File: src/rtl/gf_pkg.sv
// gf_pkg: shared GF(2^m) constants, digit-serial cycle count helper and multiplier FSM state type
package gf_pkg;
  localparam logic [7:0] AES_POLY = 8'h1B;
  localparam logic [3:0] GF16_POLY = 4'h3;
  localparam logic [1:0] GF4_POLY = 2'h3;
  typedef enum logic [1:0] {IDLE, BUSY, DONE} state_t;
  function automatic int gf_ncyc(input int width, input int digit);
    return width / digit;
  endfunction
endpackage

File: src/rtl/gf_digit_step.sv
// gf_digit_step: combinational acc*x^DIGIT + digit*b mod P (ports: acc, digit, b in; nxt out), Horner over digit bits MSB first
module gf_digit_step #(
  parameter int WIDTH = 8,
  parameter int DIGIT = 2,
  parameter logic [WIDTH-1:0] POLY = WIDTH'(8'h1B)
) (
  input  logic [WIDTH-1:0] acc,
  input  logic [DIGIT-1:0] digit,
  input  logic [WIDTH-1:0] b,
  output logic [WIDTH-1:0] nxt
);
  function automatic logic [WIDTH-1:0] xt(input logic [WIDTH-1:0] v);
    return {v[WIDTH-2:0], 1'b0} ^ (v[WIDTH-1] ? POLY : '0);
  endfunction
  always_comb begin
    nxt = acc;
    for (int i = DIGIT - 1; i >= 0; i--) nxt = xt(nxt) ^ (digit[i] ? b : '0);
  end
endmodule

File: src/rtl/gf_mul_digit_serial.sv
// gf_mul_digit_serial: digit-serial GF(2^WIDTH) multiplier, valid/ready in (in_valid/in_ready/in_a/in_b) and out (out_valid/out_ready/out_q), clk, sync active-low rst_n
module gf_mul_digit_serial
  import gf_pkg::*;
#(
  parameter int WIDTH = 8,
  parameter int DIGIT = 2,
  parameter logic [WIDTH-1:0] POLY = WIDTH'(AES_POLY)
) (
  input  logic             clk,
  input  logic             rst_n,
  input  logic             in_valid,
  output logic             in_ready,
  input  logic [WIDTH-1:0] in_a,
  input  logic [WIDTH-1:0] in_b,
  output logic             out_valid,
  input  logic             out_ready,
  output logic [WIDTH-1:0] out_q
);
  localparam int NCYC = gf_ncyc(WIDTH, DIGIT);
  localparam int CW = $clog2(NCYC + 1);
  if (WIDTH < 2 || DIGIT < 1 || DIGIT > WIDTH || WIDTH % DIGIT != 0) begin : g_bad
    $error("gf_mul_digit_serial: illegal WIDTH/DIGIT");
  end
  state_t state, state_nxt;
  logic [WIDTH-1:0] acc, a_sh, b_reg, step;
  logic [CW-1:0] cnt;
  logic last;
  gf_digit_step #(.WIDTH(WIDTH), .DIGIT(DIGIT), .POLY(POLY)) u_step (
    .acc(acc),
    .digit(a_sh[WIDTH-1 -: DIGIT]),
    .b(b_reg),
    .nxt(step)
  );
  assign last = cnt == CW'(NCYC - 1);
  assign in_ready = state == IDLE;
  assign out_valid = state == DONE;
  always_comb begin
    state_nxt = state == IDLE ? (in_valid ? BUSY : IDLE) :
                state == BUSY ? (last ? DONE : BUSY) :
                (out_ready ? IDLE : DONE);
  end
  always_ff @(posedge clk) begin
    if (!rst_n) begin
      state <= IDLE;
      acc <= '0;
      a_sh <= '0;
      b_reg <= '0;
      cnt <= '0;
      out_q <= '0;
    end else begin
      state <= state_nxt;
      if (state == IDLE && in_valid) begin
        a_sh <= in_a;
        b_reg <= in_b;
        acc <= '0;
        cnt <= '0;
      end
      if (state == BUSY) begin
        acc <= step;
        a_sh <= a_sh << DIGIT;
        cnt <= cnt + 1'b1;
        if (last) out_q <= step;
      end
    end
  end
endmodule

File: config.mk
export PLATFORM = sky130hd
export DESIGN_NAME = gf_mul_digit_serial
export DESIGN_NICKNAME = d
export VERILOG_FILES = /design/src/rtl/gf_pkg.sv /design/src/rtl/gf_digit_step.sv /design/src/rtl/gf_mul_digit_serial.sv
export SDC_FILE = /design/constraint.sdc
export NUM_CORES = 1
export LEC_CHECK = 0
export CAP_MARGIN = 20
export CORE_MARGIN = 2
export CORE_UTILIZATION = 56
export DETAILED_ROUTE_END_ITERATION = 8
export PLACE_DENSITY = 0.84
export SLEW_MARGIN = 40
export SYNTH_ARGS = -nofsm -noshare
export SYNTH_HDL_FRONTEND = slang
export SYNTH_SLANG_ARGS = --single-unit
File: constraint.sdc
create_clock -name clk -period 2.6 [get_ports clk]
set_input_delay 0.52 -clock clk [delete_from_list [all_inputs] [get_ports clk]]
set_output_delay 0.52 -clock clk [all_outputs]
set_load 0.01 [all_outputs]
==> key figures <==
Synth
  • Net Count, Synth: 233
  • Post-synth ARST share: 0%
  • Sequential area share after synthesis: 42.0%
  • Share of the synthesized area in the top cell type: 42.0%
  • Post-synth top flop: dfxtp_1
  • Area leader, netlist: dfxtp_1
  • Count of different cell masters after synthesis: 33
  • Synth Register Bits: 37
  • Mapped Cells: 211
  • Post-synthesis instance area: 1760 sq um
  • Top post-synthesis cells by area: dfxtp_1 (42%), nand2_1 (12%), a21oi_1 (8.2%), xnor3_1 (7.7%), nand3_1 (3.4%)
  • Post-Syn Area per Cell: 8.36 sq um
  • Number of synthesized flops with an enable pin: 0
  • Warnings, synthesis: 0

Worst setup path
  • Required time worst endpoint: 2080 ps
  • CP Buf/Inv Count: 1
  • Largest stage delay, worst path: 540 ps
  • Slowest cell on the critical path: clkdlybuf4s50_1
  • Critical path endpoint category: primary output
  • Worst reg-to-reg setup slack: 870 ps
  • FF-to-FF path depth: 4
  • Reg2reg end: acc[4]
  • Crit path arrival time: 1480 ps
  • Setup Crit Path Kind: register to primary output
  • Worst Path Max Fanout: 7
  • Worst path depth: 2
  • Worst path top cell family by delay: buffers and inverters
  • CP startpoint kind: register
  • R2R Path Start: a_sh[7]
  • Critical path, cell by cell: nor2b_1, clkdlybuf4s50_1

Clocking
  • Postcts setup bufs: 0
  • CTS Buf Count: 5
  • CTS Root Buffer Type: clkbuf_4
  • Clock sink count: 37
  • CTS resizes: 0
  • Clk buf depth: 2
  • H-Tree Level Count: 2
  • Clock transition at path regs: 110 ps
  • Clk Latency, worst-skew pair: 340 ps
  • Hold Buf Count CTS: 0
  • CTS tree: done

Placement
  • GP Congestion: 0.901
  • I/O Buffers: 29
  • Post-DP HPWL: 2620 microns
  • Placed cell area: 2080 sq um
  • Placed Cells: 274

Cells and area
  • Most common cell after layout, fill and taps aside: nand2_1
  • Share of cells above drive strength 1: 6.30%
  • N_diodes: 0
  • Fin nets: 259
  • Fin util: 71.0%
  • Finished Layout Cells: 282
  • Layout area overhead: 21.9%
  • Finished Cell Area: 2150 sq um
  • Most frequent cells in the layout: nand2_1 (57), dfxtp_1 (37), a21oi_1 (29), clkdlybuf4s50_1 (29), nor2_1 (13)
  • FILL cells: 253

Flow run
  • Max_cap viols: 0

Route
  • Final ANT Viol Nets: 0
  • DR WL/cell: 13.2 microns
  • Drt pass-1 iters: 4
  • # DRC: 0
  • Routed via count: 1517
  • Vias/cell: 5.38
  • Wirelength, routed: 3720 microns
  • DRT iter0 DRCs: 109

Global route
  • Initial antenna violation count: 0
  • Pin count of the biggest net entering global routing: 20
  • First-pass GRT wire length: 6080 microns
  • GRT Total Usage: 23.1%
  • GRT overflow: 0
  • Vias in the first global route: 1356

Worst hold path
  • Hold Crit Depth: 2
  • Hold Startpoint: out_q[6]
  • HP Class: register to register
  • Hold path endpoint: out_q[6]

Timing
  • Setup TNS: 0 ps
  • Clock Skew: 15.4 ps
  • Fmax: 500 MHz
  • Post-route minimum period: 2000 ps
  • Worst-Margin Slew: 603 ps
  • Final Hold Vio Count: 0
  • Final Max Tran Viols: 0
  • Final Cycle Share: 77.0%
  • RSZ-0062 raised after global routing: false
  • Final setup violation count: 0
  • Worst slew margin: 59.8%

Power
  • P per Cell Area: 509 nW/um^2
  • Lkg Pwr: 0.000854 uW
  • Maximum vdd drop: 0.000393 V

Floorplanning
  • Num ports: 30
  • Die Span Y: 60.1 microns
  • Row cnt: 20
  • Die area: 3610 sq um
  • Chip width: 60.1 microns
  • Core Area: 3030 sq um
  • Initial cell density of the core: 58.2%

Status
  • Status: completed
-- worst register-to-register path, delay by kind of cell, from the launching register on --
kind / cells / cell delay (ps)
DFF: 1 / 580
and+or+nand+nor: 2 / 470
xor gates and xnor gates: 1 / 320
AOI/OAI and AO/OA: 1 / 260
-- kinds of logic (layout without fill, tap and decap cells) --
kind of cell	Yosys count	in the layout	synth area share (%)
and+or+nand+nor	99	99	24.9
AOI/OAI and AO/OA	44	44	14.7
DFF	37	37	42.0
buffers and inverters	16	43	4.12
xor gates and xnor gates	13	13	12.8
adders and majority gates	2	2	1.42
-- final cells by class --
cell class	count	area, sq um	share of cell area (%)
multi-input cells	158	955	44.4
well taps	44	55.1	2.56
repair buffers	33	320	14.9
clock inverters	1	5.00	0.233
inverters	2	7.51	0.349
clock buffers	7	65.1	3.03
flip-flops and latches	37	741	34.5
-- Yosys cell counts, drive strengths merged (2+ instances only) --
cell / count
nor3b: 2
inv: 2
dfxtp: 37
nor3: 2
nand2b: 2
nor2: 13
xor3: 2
nor2b: 4
nand3: 12
a21oi: 29
ha: 2
xnor2: 5
and2: 2
nand2: 58
xnor3: 6
o21ai: 2
clkbuf: 8
a22oi: 6
buf: 6
-- per-stage QoR --
stage / total power, uW / setup slack (ps) / hold slack [ps]
2_1_floorplan: 707 / 1070 / 434
3_3_place_gp: 759 / 619 / 443
3_5_place_dp: 762 / 535 / 446
4_1_cts: 1100 / 586 / 461
5_1_grt: 1140 / 526 / 479
6_report: 1090 / 598 / 463
-- worst max-delay path by stage --
| stage | startpoint | to | slack (ps) |
|---|---|---|---|
| 3_5_place_dp | rst_n | acc[3] | 530 |
| 6_report | state[1] | out_valid | 600 |
| 3_3_place_gp | rst_n | acc[3] | 620 |
| 4_1_cts | state[1] | out_valid | 590 |
| 5_1_grt | state[1] | out_valid | 530 |
| 2_1_floorplan | rst_n | a_sh[2] | 1070 |
-- where the power goes --
| part | switching [uW] | total, uW | internal [uW] | leakage [uW] |
|---|---|---|---|---|
| Combinational | 71.1 | 139 | 68.2 | 0.000512 |
| Clock | 185 | 342 | 157 | 0.0000413 |
| Sequential | 23.8 | 612 | 588 | 0.000301 |
| Total | 280 | 1090 | 813 | 0.000854 |
-- metal layers --
metal  global-route usage (%)  vias up  share of wire (%)  wire, microns
li1                         -      761                  -              -
met5                        0        -                  0              0
met3                     5.84        8                4.5            168
met1                     30.6      706                 47           1730
met4                     9.52        0                1.9             69
met2                     35.7       42                 47           1750
(Power assumes the default switching activity.)
